<file path="src/rtl/multi_reg_sequencer.sv">
// multi_reg_sequencer: steps through the set bits of a latched register list, one index per beat.
// Latency: first beat valid one cycle after the Start edge; one beat per cycle while Ready is high.
// Backpressure: Ready low holds the beat (Valid/Index/Last stable); Valid never depends on Ready.
//
// Ports: Clk/Reset_n (async active-low); Start/RegList/Descend sampled in IDLE;
//        Valid/Index/Last/Ready beat handshake; Busy (RUN or DONE), Done (1-cycle pulse);
//        Count/Empty describe the latched list; Offset = 4 x beats already accepted.
// Optional feature macro: MULTI_REG_SEQ_OFFSET_EN adds the Offset output and its beat counter.
module multi_reg_sequencer #(
  parameter int LIST_W = 16,
  parameter int IDX_W  = 4
) (
  input  logic              Clk,
  input  logic              Reset_n,
  input  logic              Start,
  input  logic [LIST_W-1:0] RegList,
  input  logic              Descend,
  input  logic              Ready,
  output logic              Valid,
  output logic [IDX_W-1:0]  Index,
  output logic              Last,
  output logic              Busy,
  output logic              Done,
  output logic [IDX_W:0]    Count,
  output logic              Empty
`ifdef MULTI_REG_SEQ_OFFSET_EN
  ,
  output logic [IDX_W+2:0]  Offset
`endif
);

  localparam logic [1:0] ST_IDLE = 2'd0;
  localparam logic [1:0] ST_RUN  = 2'd1;
  localparam logic [1:0] ST_DONE = 2'd2;

  logic [1:0]        state_q, state_d;
  logic [LIST_W-1:0] mask_q, mask_d;
  logic              desc_q, desc_d;
  logic [IDX_W:0]    count_q, count_d;
  logic              empty_q, empty_d;
`ifdef MULTI_REG_SEQ_OFFSET_EN
  logic [IDX_W:0]    beat_q, beat_d;
`endif

  logic [IDX_W-1:0]  enc_lo, enc_hi, cur_idx;
  logic [IDX_W:0]    list_pop;
  logic              single;
  logic              run;

  // Priority encoders on the registered mask. The low encoder scans downward so the
  // lowest set bit is the last to assign; the high encoder scans upward.
  always_comb begin
    enc_lo = '0;
    for (int i = LIST_W - 1; i >= 0; i--) begin
      if (mask_q[i]) enc_lo = IDX_W'(i);
    end
    enc_hi = '0;
    for (int i = 0; i < LIST_W; i++) begin
      if (mask_q[i]) enc_hi = IDX_W'(i);
    end
  end

  always_comb begin
    list_pop = '0;
    for (int i = 0; i < LIST_W; i++) begin
      list_pop = list_pop + (IDX_W + 1)'(RegList[i]);
    end
  end

  assign cur_idx = desc_q ? enc_hi : enc_lo;
  // Exactly one bit left: nonzero and clearing the lowest set bit leaves nothing.
  assign single  = (mask_q != '0) && ((mask_q & (mask_q - LIST_W'(1))) == '0);
  assign run     = (state_q == ST_RUN);

  always_comb begin
    state_d = state_q;
    mask_d  = mask_q;
    desc_d  = desc_q;
    count_d = count_q;
    empty_d = empty_q;
`ifdef MULTI_REG_SEQ_OFFSET_EN
    beat_d  = beat_q;
`endif
    case (state_q)
      ST_IDLE: begin
        if (Start) begin
          mask_d  = RegList;
          desc_d  = Descend;
          count_d = list_pop;
          empty_d = (RegList == '0);
`ifdef MULTI_REG_SEQ_OFFSET_EN
          beat_d  = '0;
`endif
          state_d = (RegList == '0) ? ST_DONE : ST_RUN;
        end
      end
      ST_RUN: begin
        if (Ready) begin
          mask_d = mask_q & ~(LIST_W'(1) << cur_idx);
`ifdef MULTI_REG_SEQ_OFFSET_EN
          beat_d = beat_q + (IDX_W + 1)'(1);
`endif
          if (single) state_d = ST_DONE;
        end
      end
      ST_DONE: state_d = ST_IDLE;
      default: state_d = ST_IDLE;
    endcase
  end

  always_ff @(posedge Clk or negedge Reset_n) begin
    if (!Reset_n) begin
      state_q <= ST_IDLE;
      mask_q  <= '0;
      desc_q  <= 1'b0;
      count_q <= '0;
      empty_q <= 1'b0;
`ifdef MULTI_REG_SEQ_OFFSET_EN
      beat_q  <= '0;
`endif
    end else begin
      state_q <= state_d;
      mask_q  <= mask_d;
      desc_q  <= desc_d;
      count_q <= count_d;
      empty_q <= empty_d;
`ifdef MULTI_REG_SEQ_OFFSET_EN
      beat_q  <= beat_d;
`endif
    end
  end

  assign Valid = run;
  assign Index = run ? cur_idx : '0;
  assign Last  = run & single;
  assign Busy  = (state_q == ST_RUN) || (state_q == ST_DONE);
  assign Done  = (state_q == ST_DONE);
  assign Count = count_q;
  assign Empty = empty_q;
`ifdef MULTI_REG_SEQ_OFFSET_EN
  assign Offset = {beat_q, 2'b00};
`endif

endmodule

</file>
<file path="config.mk">
export PLATFORM = sky130hd
export DESIGN_NAME = multi_reg_sequencer
export DESIGN_NICKNAME = d
export VERILOG_FILES = /design/src/rtl/multi_reg_sequencer.sv
export SDC_FILE = /design/constraint.sdc
export NUM_CORES = 1
export LEC_CHECK = 0
export CAP_MARGIN = 20
export CORE_MARGIN = 2
export CORE_UTILIZATION = 59
export CTS_BUF_LIST = sky130_fd_sc_hd__clkbuf_4
export DETAILED_ROUTE_END_ITERATION = 10
export DONT_BUFFER_PORTS = 1
export GPL_ROUTABILITY_DRIVEN = 0
export PLACE_DENSITY_LB_ADDON = 0.05
export SLEW_MARGIN = 20
export SYNTH_ARGS = -nofsm -noshare
export SYNTH_HDL_FRONTEND = slang
export SYNTH_SLANG_ARGS = --single-unit
</file>
<file path="constraint.sdc">
create_clock -name Clk -period 3.8 [get_ports Clk]
set_input_delay 0.76 -clock Clk [delete_from_list [all_inputs] [get_ports Clk]]
set_output_delay 0.76 -clock Clk [all_outputs]
set_load 0.05 [all_outputs]
</file>
==> results_dict.tcl, run 1 <==
set metrics [dict create \
    path_max_fanout 2 \
    cts_hold_buf 0 \
    place_area_um2 2183 \
    start_kind "input pin" \
    power.internal_w 0.0009264 \
    synthFlopType "dfrtp_1" \
    period_share 0.9253 \
    synthCells 241 \
    die_y_um 64.04 \
    grt_max_degree 26 \
    vias 1864 \
    ioPinCount 35 \
    cts_setup_buffers 0 \
    fp.coreArea_um2 3390 \
    ys_ff_latch 25 \
    post_cts_resized 0 \
    synth_seq_area_share 0.2941 \
    numClockSinks 25 \
    outcome "finished clean" \
    clkLatencyLatePin_ns 0.32 \
    routed_wl_um 5122 \
    wire_per_inst_um 17.97 \
    hold_viol 0 \
    synth_top_cells_by_area "dfrtp_1 29%, fa_1 9.4%, mux2i_1 5.6%, a21oi_1 5.4%, ha_1 5.3%" \
    switching_power_w 0.001122 \
    fin_skew_ns 0.006383 \
    cp_data_required_time_ns 4.04 \
    synth_commonest_cells "26 x nor2_1, 25 x dfrtp_1, 24 x inv_1, 23 x a21oi_1, 12 x mux2i_1" \
    critical_path_class "in -> reg" \
    grt_use_total 0.2743 \
    crit_arrival_ns 3.76 \
    finalNetCount 280 \
    cap_viol_max_count 0 \
    ys_types 51 \
    dr.pass1.iters 4 \
    first_iter_violations 188 \
    diodes 0 \
    area_delta_synth_final_pct 4.059 \
    cts_buffers 3 \
    layout_setup_ws_ns 0.2840 \
    yosysTopAreaCell "dfrtp_1" \
    setup_violations 0 \
    worst_pin_slew_ns 0.5015 \
    antenna_found_initial 0 \
    clkPwrFrac 0.061 \
    via_per_inst 6.540 \
    synth-edff-count 0 \
    pwr-share-seq 0.350 \
    syn-num-nets 281 \
    grt_pass1_wl_um 8694 \
    place_hpwl_um 4038 \
    period_minus_slack_ns 3.516 \
    hold_slack_ns 0.1145 \
    port_buffers 0 \
    grt_overflow_total 0 \
    ir_worst_vdd_mv 0.4242 \
    fmax_mhz 284.4 \
    combinationalPowerShare 0.589 \
    first_global_vias 1837 \
    cts-root-buf "clkbuf_4" \
    cts_buffer_depth 2 \
    fin_area_um2 2213 \
    endpoint_kind "register" \
    pre_cts_slack_ns -0.05025 \
    synth.avg_cell_area_um2 8.826 \
    powerDensity_nw_per_um2 925.2 \
    tritoncts "done" \
    rsz0062_at_grt "no" \
    initial_core_util 0.6275 \
    netlist.area_leader.share 0.2941 \
    path_clk_slew_ns 0.13 \
    route.detailed.drc 0 \
    leakage_nw 0.9408 \
    ant_nets 0 \
    synth_most_common_cell "nor2_1" \
    die-area_um2 4101 \
    ys_warn_count 0 \
    max-slew-margin-rel 0.6680 \
    netSwitchingFraction 0.5477 \
    synthArstFlopShare 1.000 \
    die_w_um 64.04 \
    rows 21 \
    htree_levels 1 \
    timing.final.max_slew_violations 0 \
    syn_area_um2 2127 \
    drive_gt1_frac 0.09623 \
    hold_path_class "in -> async" \
]
[cell usage in the layout (no fill, tap or decap), types with 2 or more instances in the layout]
| cell | n |
|---|---|
| or3_1 | 3 |
| a221oi_1 | 2 |
| nor3b_2 | 2 |
| or2_2 | 2 |
| buf_4 | 6 |
| or4_4 | 2 |
| nand2b_1 | 2 |
| fa_1 | 10 |
| nand2_1 | 9 |
| a211oi_1 | 6 |
| o22a_1 | 2 |
| o21a_1 | 3 |
| inv_1 | 24 |
| xor2_1 | 2 |
| o211ai_1 | 3 |
| dfrtp_1 | 25 |
| clkbuf_4 | 4 |
| ha_1 | 9 |
| nor2b_1 | 7 |
| o21ai_0 | 9 |
| or4_1 | 2 |
| a21oi_1 | 23 |
| mux2_2 | 2 |
| nor4_1 | 6 |
| a211o_1 | 2 |
| nor2_1 | 25 |
| nor3_1 | 6 |
| a2111oi_0 | 2 |
| mux2i_1 | 12 |
| and2_1 | 5 |
[critical path, cell delays in order]
cell and delay (ns):
fa_1 0.52, inv_1 0.05, fa_1 0.47, fa_1 0.54, fa_1 0.41, inv_1 0.06
ha_1 0.15, inv_1 0.05, fa_1 0.39, nor2b_1 0.12, o21ai_0 0.07, o21ai_0 0.16
[sequential cells by signal (all words and copies together) (netlist names)]
register and flops:
mask_q 16, state_q 2, desc_q 1, Count 5, Empty 1
[per-stage QoR]
| stage | total power, W | setup TNS [ns] | instances | util |
|---|---|---|---|---|
| 2_1_floorplan | 0.001621 | 0 | 241 | - |
| 3_3_place_gp | 0.001850 | -0.005157 | 281 | 0.6441 |
| 3_5_place_dp | 0.001903 | -0.05025 | 281 | 0.6441 |
| 4_1_cts | 0.002031 | 0 | 285 | 0.6530 |
| 5_1_grt | 0.002225 | 0 | 285 | 0.6530 |
| 6_report | 0.002048 | 0 | 285 | 0.6530 |
[power by group through the flow]
stage | Sequential [W] | Combinational (W) | Clock (W)
final | 0.000717 | 0.00121 | 0.000124
after detailed placement | 0.000714 | 0.00119 | 0
after global routing | 0.000742 | 0.00134 | 0.000143
after global placement | 0.000702 | 0.00115 | 0
after floorplan | 0.000576 | 0.00105 | 0
after CTS | 0.000708 | 0.00119 | 0.000128
[routing by layer]
metal  part of all wire  up-vias  GRT usage
met5                  0        -          0
met4              0.017        0    0.06522
met3              0.089       10    0.05634
met2               0.48       99     0.4362
met1               0.42      893     0.3860
li1                   -      862          -
[worst paths after layout]
path                       depth (start not counted)         end       start  slack (ns)
setup reg to reg                                   6  state_q[0]   mask_q[3]        1.46
hold / removal                                     0    Count[3]     Reset_n        0.11
max in group asynchronous                          0   mask_q[7]     Reset_n        3.61
min in group Clk                                   1      desc_q     Descend        0.58
setup / recovery                                  12    Count[4]  RegList[0]        0.28
hold reg to reg                                    2  state_q[0]  state_q[0]        0.59
[kinds of logic (layout without fill, tap and decap cells)]
kind of cell / after synthesis / after routing / synth area share
simple gates: 80 / 80 / 0.2065
compound gates: 64 / 64 / 0.2041
buf+inv: 36 / 34 / 0.06824
flops: 25 / 25 / 0.2941
fa+ha+maj: 20 / 20 / 0.1518
mux: 14 / 14 / 0.06706
xor+xnor: 2 / 2 / 0.008237
[area by class of cell]
cell class                 count  area (µm²)
timing repair buffer           6       45.04
clock buffer                   4       30.03
fill                         284        1176
multi-input combinational    180        1365
inverter                      24       90.09
tap                           46       57.56
sequential                    25       625.6
Power figures use the tool's default switching activity.
==> run 2: changes to the inputs <==
- MAX_ROUTING_LAYER: not set -> met4
==> run 2 against run 1 <==
Against the previous run: count of clock-buffer cells in the layout did not move; cell count did not move; sequential cell count unchanged; first-iteration DRC count up 9.6%; via count down 0.21%; power barely moved; sequential share of layout area is the same; critical endpoint unchanged; largest cell class unchanged.
==> results_dict.tcl, run 2 (synthesis results as in run 1) <==
set metrics [dict create \
    outcome "finished clean" \
    top_layer "met4" \
    ir_worst_vdd_mv 0.4272 \
    finalNetCount 280 \
    pre_cts_slack_ns -0.05025 \
    drive_gt1_frac 0.09623 \
    ioPinCount 35 \
    powerDensity_nw_per_um2 925.9 \
    grt_pass1_wl_um 8700 \
    fin_skew_ns 0.002031 \
    rows 21 \
    cp_data_required_time_ns 4.04 \
    wire_per_inst_um 18.06 \
    rsz0062_at_grt "no" \
    endpoint_kind "register" \
    vias 1860 \
    htree_levels 1 \
    tritoncts "done" \
    first_iter_violations 206 \
    period_share 0.9253 \
    path_buf_inv 3 \
    diodes 0 \
    dr.pass1.iters 5 \
    dr_wl_met2_um 2428 \
    cts_hold_buf 0 \
    die_w_um 64.04 \
    fmax_mhz 284.4 \
    final_cell_mix "25 x dfrtp_1, 25 x nor2_1, 24 x inv_1" \
    path_common_cell "fa_1" \
    crit_arrival_ns 3.76 \
    route.detailed.drc 0 \
    via_per_inst 6.526 \
    worst_pin_slew_ns 0.5017 \
    die-area_um2 4101 \
    antenna_found_initial 0 \
    cts-root-buf "clkbuf_4" \
    cts_setup_buffers 0 \
    path_cells "fa_1 -> inv_1 -> fa_1 -> fa_1 -> fa_1 -> inv_1 -> ha_1 -> inv_1 -> fa_1 -> nor2b_1 -> o21ai_0 -> o21ai_0" \
    path_max_fanout 2 \
    largest_reg_flops 16 \
    wl_met1_um 2122 \
    grt_overflow_total 0 \
    grt_max_degree 26 \
    fin_tns_setup_ns 0 \
    period_minus_slack_ns 3.516 \
    crit_slowest_cell "fa_1" \
    grt_use_total 0.2820 \
    post_cts_resized 0 \
    cts_buffer_depth 2 \
    die_y_um 64.04 \
    leakage_nw 0.9408 \
    cap_viol_max_count 0 \
    first_global_vias 1838 \
    ant_nets 0 \
    setup_violations 0 \
    regMostFlops "mask_q" \
    area_delta_synth_final_pct 4.059 \
    port_buffers 0 \
    layout_setup_ws_ns 0.2839 \
    hold_path_class "in -> async" \
    start_kind "input pin" \
    hold_viol 0 \
    max_stage_delay_ns 0.54 \
    fp.coreArea_um2 3390 \
    path_clk_slew_ns 0.13 \
    cts_buffers 3 \
    max-slew-margin-rel 0.6678 \
    timing.final.max_slew_violations 0 \
    numClockSinks 25 \
    clkLatencyLatePin_ns 0.32 \
    critical_path_class "in -> reg" \
    routed_wl_um 5146 \
    place_hpwl_um 4038 \
    cpLargestDelayFamily "adder cells" \
    routed-wl-met3_um 505 \
    initial_core_util 0.6275 \
]
[run 2: metrics by stage]
stage | hold WS (ns) | utilization | std cells | power, W | area, µm²
2_1_floorplan | 0.4644 | - | 241 | 0.001621 | 2133
3_3_place_gp | 0.4648 | 0.6441 | 281 | 0.001850 | 2183
3_5_place_dp | 0.4647 | 0.6441 | 281 | 0.001903 | 2183
4_1_cts | 0.1063 | 0.6530 | 285 | 0.002031 | 2213
5_1_grt | 0.08327 | 0.6530 | 285 | 0.002226 | 2213
6_report | 0.1140 | 0.6530 | 285 | 0.002049 | 2213
[run 2: layout make-up]
class | count | area, µm²
Sequential cell | 25 | 625.6
Timing Repair Buffer | 6 | 45.04
Tap cell | 46 | 57.56
Multi-Input combinational cell | 180 | 1365
Inverter | 24 | 90.09
Fill cell | 284 | 1176
Clock buffer | 4 | 30.03
[run 2: layer usage]
layer | track usage | up-vias
li1 | - | 869
met1 | 0.3860 | 880
met2 | 0.4362 | 99
met3 | 0.05634 | 12
met4 | 0.06522 | 0
met5 | - | -
[run 2: path summary, 6_finish.rpt]
kind / start / end / slack (ns) / depth (start not counted)
max: RegList[0] / Count[4] / 0.28 / 12
min: Reset_n / mask_q[2] / 0.11 / 0
max reg2reg: mask_q[3] / state_q[0] / 1.44 / 6
min reg2reg: state_q[0] / state_q[0] / 0.59 / 2
max in group asynchronous: Reset_n / mask_q[15] / 3.61 / 0
min in group Clk: Descend / desc_q / 0.59 / 1
[run 2: worst reg2reg max path, stage by stage, from the launching register on]
cell and delay (ns):
dfrtp_1 0.49, or4_1 0.68, nor4_1 0.33, o211ai_1 0.22, nor3_2 0.27, nor3b_2 0.20, o2bb2ai_1 0.07
[run 2: power breakdown]
| part | internal (W) | switching, W | total (W) | leakage (nW) |
|---|---|---|---|---|
| logic | 0.000489 | 0.000716 | 0.00121 | 0.617 |
| registers | 0.000389 | 0.000330 | 0.000719 | 0.305 |
| clock network | 0.0000482 | 0.0000772 | 0.000125 | 0.0184 |
| total | 0.000926 | 0.00112 | 0.00205 | 0.941 |
==> run 3: changes to the inputs <==
- CORE_MARGIN: 2 -> not set
- MAX_ROUTING_LAYER: met4 -> not set
==> run 3 against run 2 <==
Against the previous run: clock skew is 0.0098 ns higher; sequential cell count stayed put; via count is 0.48% lower; combinational power hardly changed; first-iteration DRC count is 23% lower; final area stayed put; global-route usage is 0.27 points higher; critical path type unchanged; critical endpoint unchanged; largest cell class unchanged; fmax hardly changed; largest power group unchanged; die area is 6.1% lower; critical path depth stayed put.
==> results_dict.tcl, run 3 (synthesis results as in run 1) <==
set metrics [dict create \
    die-area_um2 3849 \
    cp_num_cells 12 \
    vias 1851 \
    timing.final.max_slew_violations 0 \
    start_kind "input pin" \
    port_buffers 0 \
    combinationalPowerShare 0.590 \
    power.internal_w 0.0009211 \
    diodes 0 \
    max_stage_delay_ns 0.53 \
    grt_use_total 0.2846 \
    hold_path_class "in -> async" \
    cts-root-buf "clkbuf_4" \
    via_per_inst 6.495 \
    fmax_mhz 284.2 \
    hold_viol 0 \
    crit_arrival_ns 3.78 \
    fp.coreArea_um2 3390 \
    cts_setup_buffers 0 \
    finalPower_w 0.002044 \
    numClockSinks 25 \
    first_global_vias 1677 \
    dr.pass1.iters 4 \
    clkPwrFrac 0.059 \
    worst_pin_slew_ns 0.4867 \
    finalNetCount 280 \
    path_buf_inv 3 \
    regMostFlops "mask_q" \
    period_minus_slack_ns 3.518 \
    post_cts_resized 0 \
    grt_max_degree 26 \
    rows 21 \
    endpoint_kind "register" \
    fin_skew_ns 0.01183 \
    layout_setup_ws_ns 0.2819 \
    tritoncts "done" \
    regArea_um2 625.6 \
    path_cells "fa_1 -> inv_1 -> fa_1 -> fa_1 -> fa_1 -> inv_1 -> ha_1 -> inv_1 -> fa_1 -> nor2b_1 -> o21ai_0 -> o21ai_0" \
    powerDensity_nw_per_um2 923.5 \
    netSwitchingFraction 0.5494 \
    initial_core_util 0.6275 \
    max-slew-margin-rel 0.6755 \
    wire_per_inst_um 17.71 \
    cpLargestDelayFamily "adder cells" \
    place_hpwl_um 3925 \
    switching_power_w 0.001123 \
    final_cell_mix "25 x dfrtp_1, 25 x nor2_1, 24 x inv_1" \
    grt_pass1_wl_um 7665 \
    routed_wl_um 5047 \
    drive_gt1_frac 0.09623 \
    first_iter_violations 159 \
    die_y_um 62.04 \
    ant_nets 0 \
    cts_hold_buf 0 \
    largest_reg_flops 16 \
    finalCoreUtilization 0.6530 \
    cp_data_required_time_ns 4.06 \
    setup_violations 0 \
    outcome "finished clean" \
    grt_overflow_total 0 \
    rsz0062_at_grt "no" \
    fin_tns_setup_ns 0 \
    cts_buffers 3 \
    ir_worst_vdd_mv 0.4826 \
    r2r_cells 5 \
    cap_viol_max_count 0 \
    area_delta_synth_final_pct 4.059 \
    ioPinCount 35 \
    die_w_um 62.04 \
    path_clk_slew_ns 0.14 \
    crit_slowest_cell "fa_1" \
    cts_buffer_depth 2 \
    pre_cts_slack_ns -0.09022 \
    critical_path_class "in -> reg" \
    path_common_cell "fa_1" \
    path_max_fanout 2 \
    htree_levels 1 \
    leakage_nw 0.9363 \
    period_share 0.9258 \
    route.detailed.drc 0 \
    antenna_found_initial 0 \
    clkLatencyLatePin_ns 0.33 \
    fillCellCount 280 \
    dp.cells 281 \
    multi_input_area_um2 1365 \
    fin_cells 285 \
    pwr-share-seq 0.351 \
]
## run 3: cell count changes in the layout (fill, tap and decap cells not counted)
cell,delta
clkinvlp_4,+1
clkbuf_4,-1
## run 3: path summary, 6_finish.rpt
| path | startpoint | end | slack, ns |
|---|---|---|---|
| max | RegList[0] | Count[4] | 0.28 |
| min | Reset_n | mask_q[7] | 0.1 |
| max reg2reg | mask_q[8] | mask_q[3] | 1.48 |
| min reg2reg | state_q[0] | state_q[0] | 0.59 |
| max in group asynchronous | Reset_n | mask_q[6] | 3.62 |
| min in group Clk | Descend | desc_q | 0.57 |
## run 3: routing by layer
layer | vias up | global-route usage | routed length, µm
met5 | - | 0 | 0
met4 | 0 | 0.1048 | 111
met3 | 11 | 0.06211 | 387
met2 | 68 | 0.4514 | 2407
met1 | 911 | 0.3842 | 2141
li1 | 861 | - | -
## run 3: through the flow
stage	hold WS (ns)	cell area, µm²
floorplan	0.4644	2133
global placement	0.4648	2183
detailed placement	0.4648	2183
CTS	0.08436	2213
global route	0.06310	2213
finish	0.09936	2213
## run 3: cell type report
type	instances	area share
tap	46	0.02600
sequential	25	0.2826
inverter	24	0.04070
multi-input combinational	180	0.6167
clock inverter	1	0.003392
timing repair buffer	6	0.02035
clock buffer	3	0.01018
## run 3: worst register-to-register path, stage by stage (launching register included)
cell and delay [ns]:
dfrtp_1 0.49, or4_4 0.61, or3_1 0.41, o21a_1 0.18
nor3b_2 0.36, a21oi_1 0.15
## run 3: power by group through the flow
stage	combinational (W)	sequential, W	clock [W]
4_1_cts	0.00120	0.000708	0.000126
6_report	0.00121	0.000718	0.000121
5_1_grt	0.00133	0.000746	0.000136
3_5_place_dp	0.00119	0.000714	0
2_1_floorplan	0.00105	0.000576	0
3_3_place_gp	0.00115	0.000702	0
